File: src/rtl/bus_arbiter.sv
// rtl/bus_arbiter.sv - two-master bus arbiter with per-transaction watchdog
//
// Purpose:
//   Grants one of two valid/ready masters (m0 = CPU, m1 = DMA/debug) onto the
//   single slave bus. Each transaction walks IDLE -> GRANT -> RELEASE -> IDLE.
//   A watchdog aborts a transaction whose slave never answers.
//
// Ports:
//   clk, rst                 clock (rising edge), asynchronous active-low reset
//   m0*/m1* inputs           Valid, Instr, WriteEnable, Address, DataIn
//   m0DataOut/m0Ready        read data and completion back to master 0
//   m1DataOut/m1Ready        read data and completion back to master 1
//   sValid, sInstr,
//   sWriteEnable, sAddress,
//   sDataOut                 slave bus request, muxed from the granted master
//   sDataIn, sReady          slave read data and completion
//   grant                    one-hot current owner, 00 when idle
//   timeoutErr               one-cycle pulse when the watchdog aborts
module bus_arbiter #(
  parameter int ADDR_WIDTH = 32,
  parameter int DATA_WIDTH = 32,
  parameter int FIXED_PRIO = 0,
  parameter int TIMEOUT    = 255
) (
  input  logic                  clk,
  input  logic                  rst,
  input  logic                  m0Valid,
  input  logic                  m0Instr,
  input  logic                  m0WriteEnable,
  input  logic [ADDR_WIDTH-1:0] m0Address,
  input  logic [DATA_WIDTH-1:0] m0DataIn,
  output logic [DATA_WIDTH-1:0] m0DataOut,
  output logic                  m0Ready,
  input  logic                  m1Valid,
  input  logic                  m1Instr,
  input  logic                  m1WriteEnable,
  input  logic [ADDR_WIDTH-1:0] m1Address,
  input  logic [DATA_WIDTH-1:0] m1DataIn,
  output logic [DATA_WIDTH-1:0] m1DataOut,
  output logic                  m1Ready,
  output logic                  sValid,
  output logic                  sInstr,
  output logic                  sWriteEnable,
  output logic [ADDR_WIDTH-1:0] sAddress,
  output logic [DATA_WIDTH-1:0] sDataOut,
  input  logic [DATA_WIDTH-1:0] sDataIn,
  input  logic                  sReady,
  output logic [1:0]            grant,
  output logic                  timeoutErr
);

  typedef enum logic [1:0] {
    IDLE    = 2'd0,
    GRANT   = 2'd1,
    RELEASE = 2'd2
  } stateType;

  // Counter only has to reach TIMEOUT-1; keep at least one bit when disabled.
  localparam int CW = (TIMEOUT > 1) ? $clog2(TIMEOUT) : 1;
  localparam int TLASTI = (TIMEOUT > 0) ? TIMEOUT - 1 : 0;
  localparam logic [CW-1:0] TLAST = CW'(TLASTI);

  stateType      state;
  logic          lastGrant;   // 1 = master 1 owned the bus last
  logic [CW-1:0] wdCount;
  logic          aborted;     // watchdog fired; fake completion until release

  logic          grantedValid;
  logic          pickM1;
  logic          respReady;
  logic [DATA_WIDTH-1:0] respData;

  assign grantedValid = grant[1] ? m1Valid : m0Valid;

  // Master 1 wins if it is alone, or on a tie when round-robin says m0 went last.
  assign pickM1 = m1Valid && (!m0Valid || (FIXED_PRIO == 0 && !lastGrant));

  always_ff @(posedge clk or negedge rst) begin
    if (!rst) begin
      state      <= IDLE;
      grant      <= 2'b00;
      lastGrant  <= 1'b1;
      wdCount    <= '0;
      aborted    <= 1'b0;
      timeoutErr <= 1'b0;
    end else begin
      timeoutErr <= 1'b0;
      case (state)
        IDLE: begin
          wdCount <= '0;
          aborted <= 1'b0;
          if (m0Valid || m1Valid) begin
            state <= GRANT;
            grant <= pickM1 ? 2'b10 : 2'b01;
          end
        end
        GRANT: begin
          if (!grantedValid) begin
            state     <= RELEASE;
            lastGrant <= grant[1];
          end else if (TIMEOUT != 0 && !aborted) begin
            // Saturates at TLAST: once aborted the counter is frozen.
            if (sReady) begin
              wdCount <= '0;
            end else if (wdCount == TLAST) begin
              aborted    <= 1'b1;
              timeoutErr <= 1'b1;
            end else begin
              wdCount <= wdCount + 1'b1;
            end
          end
        end
        RELEASE: begin
          state   <= IDLE;
          grant   <= 2'b00;
          wdCount <= '0;
          aborted <= 1'b0;
        end
        default: begin
          state <= IDLE;
          grant <= 2'b00;
        end
      endcase
    end
  end

  // Bus mux follows the registered grant; only the GRANT state drives anything.
  always_comb begin
    sValid       = 1'b0;
    sInstr       = 1'b0;
    sWriteEnable = 1'b0;
    sAddress     = '0;
    sDataOut     = '0;
    m0Ready      = 1'b0;
    m1Ready      = 1'b0;
    m0DataOut    = '0;
    m1DataOut    = '0;
    respReady    = 1'b0;
    respData     = '0;
    if (state == GRANT) begin
      sValid       = grantedValid && !aborted;
      sInstr       = grant[1] ? m1Instr       : m0Instr;
      sWriteEnable = grant[1] ? m1WriteEnable : m0WriteEnable;
      sAddress     = grant[1] ? m1Address     : m0Address;
      sDataOut     = grant[1] ? m1DataIn      : m0DataIn;
      // An aborted transaction completes with zero data so the master moves on.
      respReady    = aborted || sReady;
      respData     = aborted ? '0 : sDataIn;
      if (grant[0]) begin
        m0Ready   = respReady;
        m0DataOut = respData;
      end
      if (grant[1]) begin
        m1Ready   = respReady;
        m1DataOut = respData;
      end
    end
  end

endmodule
File: config.mk
export PLATFORM = sky130hd
export DESIGN_NAME = bus_arbiter
export DESIGN_NICKNAME = d
export VERILOG_FILES = /design/src/rtl/bus_arbiter.sv
export SDC_FILE = /design/constraint.sdc
export NUM_CORES = 1
export LEC_CHECK = 0
export CAP_MARGIN = 0
export CORE_AREA = 2 2 119 121
export DETAILED_ROUTE_END_ITERATION = 8
export DIE_AREA = 0 0 121 123
export GPL_TIMING_DRIVEN = 1
export PLACE_DENSITY = 0.67
export SLEW_MARGIN = 30
export SYNTH_ARGS = -nofsm -noshare
export SYNTH_HDL_FRONTEND = slang
export SYNTH_SLANG_ARGS = --single-unit
File: constraint.sdc
create_clock -name clk -period 1.75 [get_ports clk]
set_input_delay 0.175 -clock clk [delete_from_list [all_inputs] [get_ports clk]]
set_output_delay 0.175 -clock clk [all_outputs]
set_load 0.03 [all_outputs]
==> results.toml <==
[clocking]
numCtsBuffers = 3
cts_buffer_depth = 2
cts.htree.levels = 1
postCtsHoldBufs = 0
cts_sinks = 15
cts_root_buf = "clkbuf_16"
cts.clk_slew.worst_paths_ps = 50
cts_tree = "built"
clk_latency_ps = 250

[critical_path]
crit_path_end_kind = "output port"
worst_ep_required_time_ps = 1570
cp-start-kind = "flop"
path_max_fanout = 11
cp_slowest_stage_delay_ps = 530
slowest_stage = "dfrtp_4"
critPathKind = "flop to output port"
critPathArrivalTime_ps = 1590
path_cells = "bufbuf_16 > mux2i_1 > nor2_1 > buf_4"

[global_route]
grt_pass1_vias = 3390
overflow = 0
antenna_found_initial = 0
grt_pass1_wl_um = 17900
grtUsageTotal_pct = 15.0
grt_max_degree = 37

[logic_synthesis]
synth_simple_gate_area_share_pct = 38.4
avgSynthCellArea_um2 = 6.67
synth_ff_type = "dfrtp_1"
synth_edf_count = 0
syn_area_um2 = 2300
syn-num-nets = 515
post_synth_fa_ha_maj_area_fraction_pct = 1.09
netlist_instances = 344
synthTopCellsByCount = "nor2_1, mux2i_1, nand2b_1, clkbuf_1, dfrtp_1"
synthArstFlopShare_pct = 100
ys_seq_elements = 15
synth_top_area_share_pct = 29.2
yosysSeqAreaShare_pct = 16.4
yosys_warnings = 0
synth_top_area_cell = "mux2i_1"
synth-compound-area-share_pct = 8.61
synth_top_family_by_area = "simple AND/OR/NAND/NOR gates"
synth.distinct_cells = 35
synthMuxAreaShare_pct = 29.9
synthTopCellsByArea = "mux2i_1, nor2_1, dfrtp_1, nand2b_1, clkbuf_1"
synth.most_common_cell = "nor2_1"
synth_xor_area_share_pct = 0

[detailed_routing]
wl_per_cell_um = 15.6
drtIter0Drc = 133
drtAntennaViolNets = 0
drc = 0
viasPerCell = 4.27
routed_wl_um = 13000
dr.pass1.iters = 4
vias = 3581

[die]
start_util_pct = 16.9
die_h_um = 123
dieArea_um2 = 14900
die_x_um = 121
core-area_um2 = 13600
ios = 305
rows = 43

[timing]
setup_tns_ps = -14.8
hold-worst-slack_ps = 197
finClkSkew_ps = 1.30
final-setup-viol-count = 1
maxSlewViolCount = 0
final_hold_viol_count = 0
tightestPinTransition_ps = 345
rsz0062_at_grt = "true"
min_period_ps = 1760
layout_setup_ws_ps = -14.8
finalCritPeriodShare_pct = 101
slew_headroom_pct = 76.9
max_freq_ghz = 0.567

[cells_and_area]
area_growth_syn_to_layout_pct = 156
final_nets = 830
fillers = 1356
diodes = 0
drive_gt1_share_pct = 36.0
finish.utilization_pct = 43.2

[place]
place.gp.congestion = 0.782
post-place-ws_ps = 95.9
portBuffers = 304
hpwl_um = 9970

[hold_path]
hp-class = "input port to async pin"

[power]
power_mw = 8.06
p_leak_nw = 2.68
vdd_drop_max_mv = 0.844
power.density_nw_per_um2 = 1370

[run_status]
violations = "setup timing"
outcome = "complete, but fails checks"

[run]
maxCapViolCount = 0
[logic make-up (layout without fill, tap and decap cells)]
logic type      count (synthesis)  after routing
simple gates                  202            202
fa+ha+maj                       2              2
compound gates                 26             26
buf+inv                        31            345
flops                          15             15
mux                            68             68
[report_power, final]
group,internal (mW),switching [mW]
clock,0.306,0.146
combinational,3.10,4.00
sequential,0.422,0.0811
[cells in the final DEF (no fill, tap or decap), types with 2 or more instances in the layout]
cell / count
clkdlybuf4s50_1: 170
buf_4: 145
nor2_1: 89
mux2i_1: 64
nor2_2: 53
nand2b_1: 34
dfrtp_1: 13
nand2_1: 8
buf_12: 8
buf_6: 7
clkbuf_16: 5
nand3_1: 4
a21oi_1: 4
inv_1: 3
nand4_1: 3
nor3_1: 3
o211ai_1: 3
o21a_1: 3
a21boi_1: 3
bufbuf_16: 3
mux2i_2: 2
o21ai_0: 2
a31oi_1: 2
o31ai_1: 2
or3_1: 2
ha_1: 2
clkbuf_2: 2
[critical path, delay by kind of cell (launching register included)]
family                 cells  cell delay (ps)
buffers and inverters      2              510
DFF                        1              530
muxes                      1              120
and+or+nand+nor            1              160
[per-stage QoR]
| stage | cell area, um^2 | cells |
|---|---|---|
| after detailed placement | 5540 | 824 |
| after global routing | 5880 | 838 |
| after global placement | 5540 | 824 |
| after CTS | 5740 | 832 |
| final | 5880 | 838 |
| after floorplan | 2420 | 344 |
[sequential cells by signal (all words and copies together) (netlist names)]
signal      flops
aborted         1
timeoutErr      1
state           2
wdCount         8
grant           2
lastGrant       1
[per-layer routing]
layer / wire [um] / GRT usage [%]
met1: 5000 / 17.9
met4: 192 / 2.69
met3: 816 / 1.85
met2: 7020 / 29.0
met5: 0 / 0
[timing repair]
item,in CTS,in global routing
cloned,3,2
setup buffers,1,4
pin swaps,0,0
endpoints found under the hold margin,0,0
resized for setup,6,20
endpoints found under the setup margin,72,58
[area by class of cell]
| cell class | count | area [um^2] | area share (%) |
|---|---|---|---|
| Clock inverter | 1 | 5.00 | 0.0852 |
| Inverter | 3 | 11.3 | 0.192 |
| Multi-Input combinational cell | 298 | 1960 | 33.4 |
| Timing Repair Buffer | 338 | 3210 | 54.7 |
| Sequential cell | 15 | 380 | 6.47 |
| Tap cell | 180 | 225 | 3.83 |
| Clock buffer | 3 | 75.1 | 1.28 |
[final timing paths]
kind / startpoint / end / slack, ps / cells past startpoint
min in group clk: lastGrant / lastGrant / 500 / 2
min: rst / grant[1] / 200 / 1
max in group asynchronous: rst / wdCount[4] / 1110 / 2
max: grant[1] / sDataOut[11] / -10 / 4
min reg2reg: lastGrant / lastGrant / 500 / 2
max reg2reg: state[1] / wdCount[0] / 120 / 6
Power figures use the tool's default switching activity.
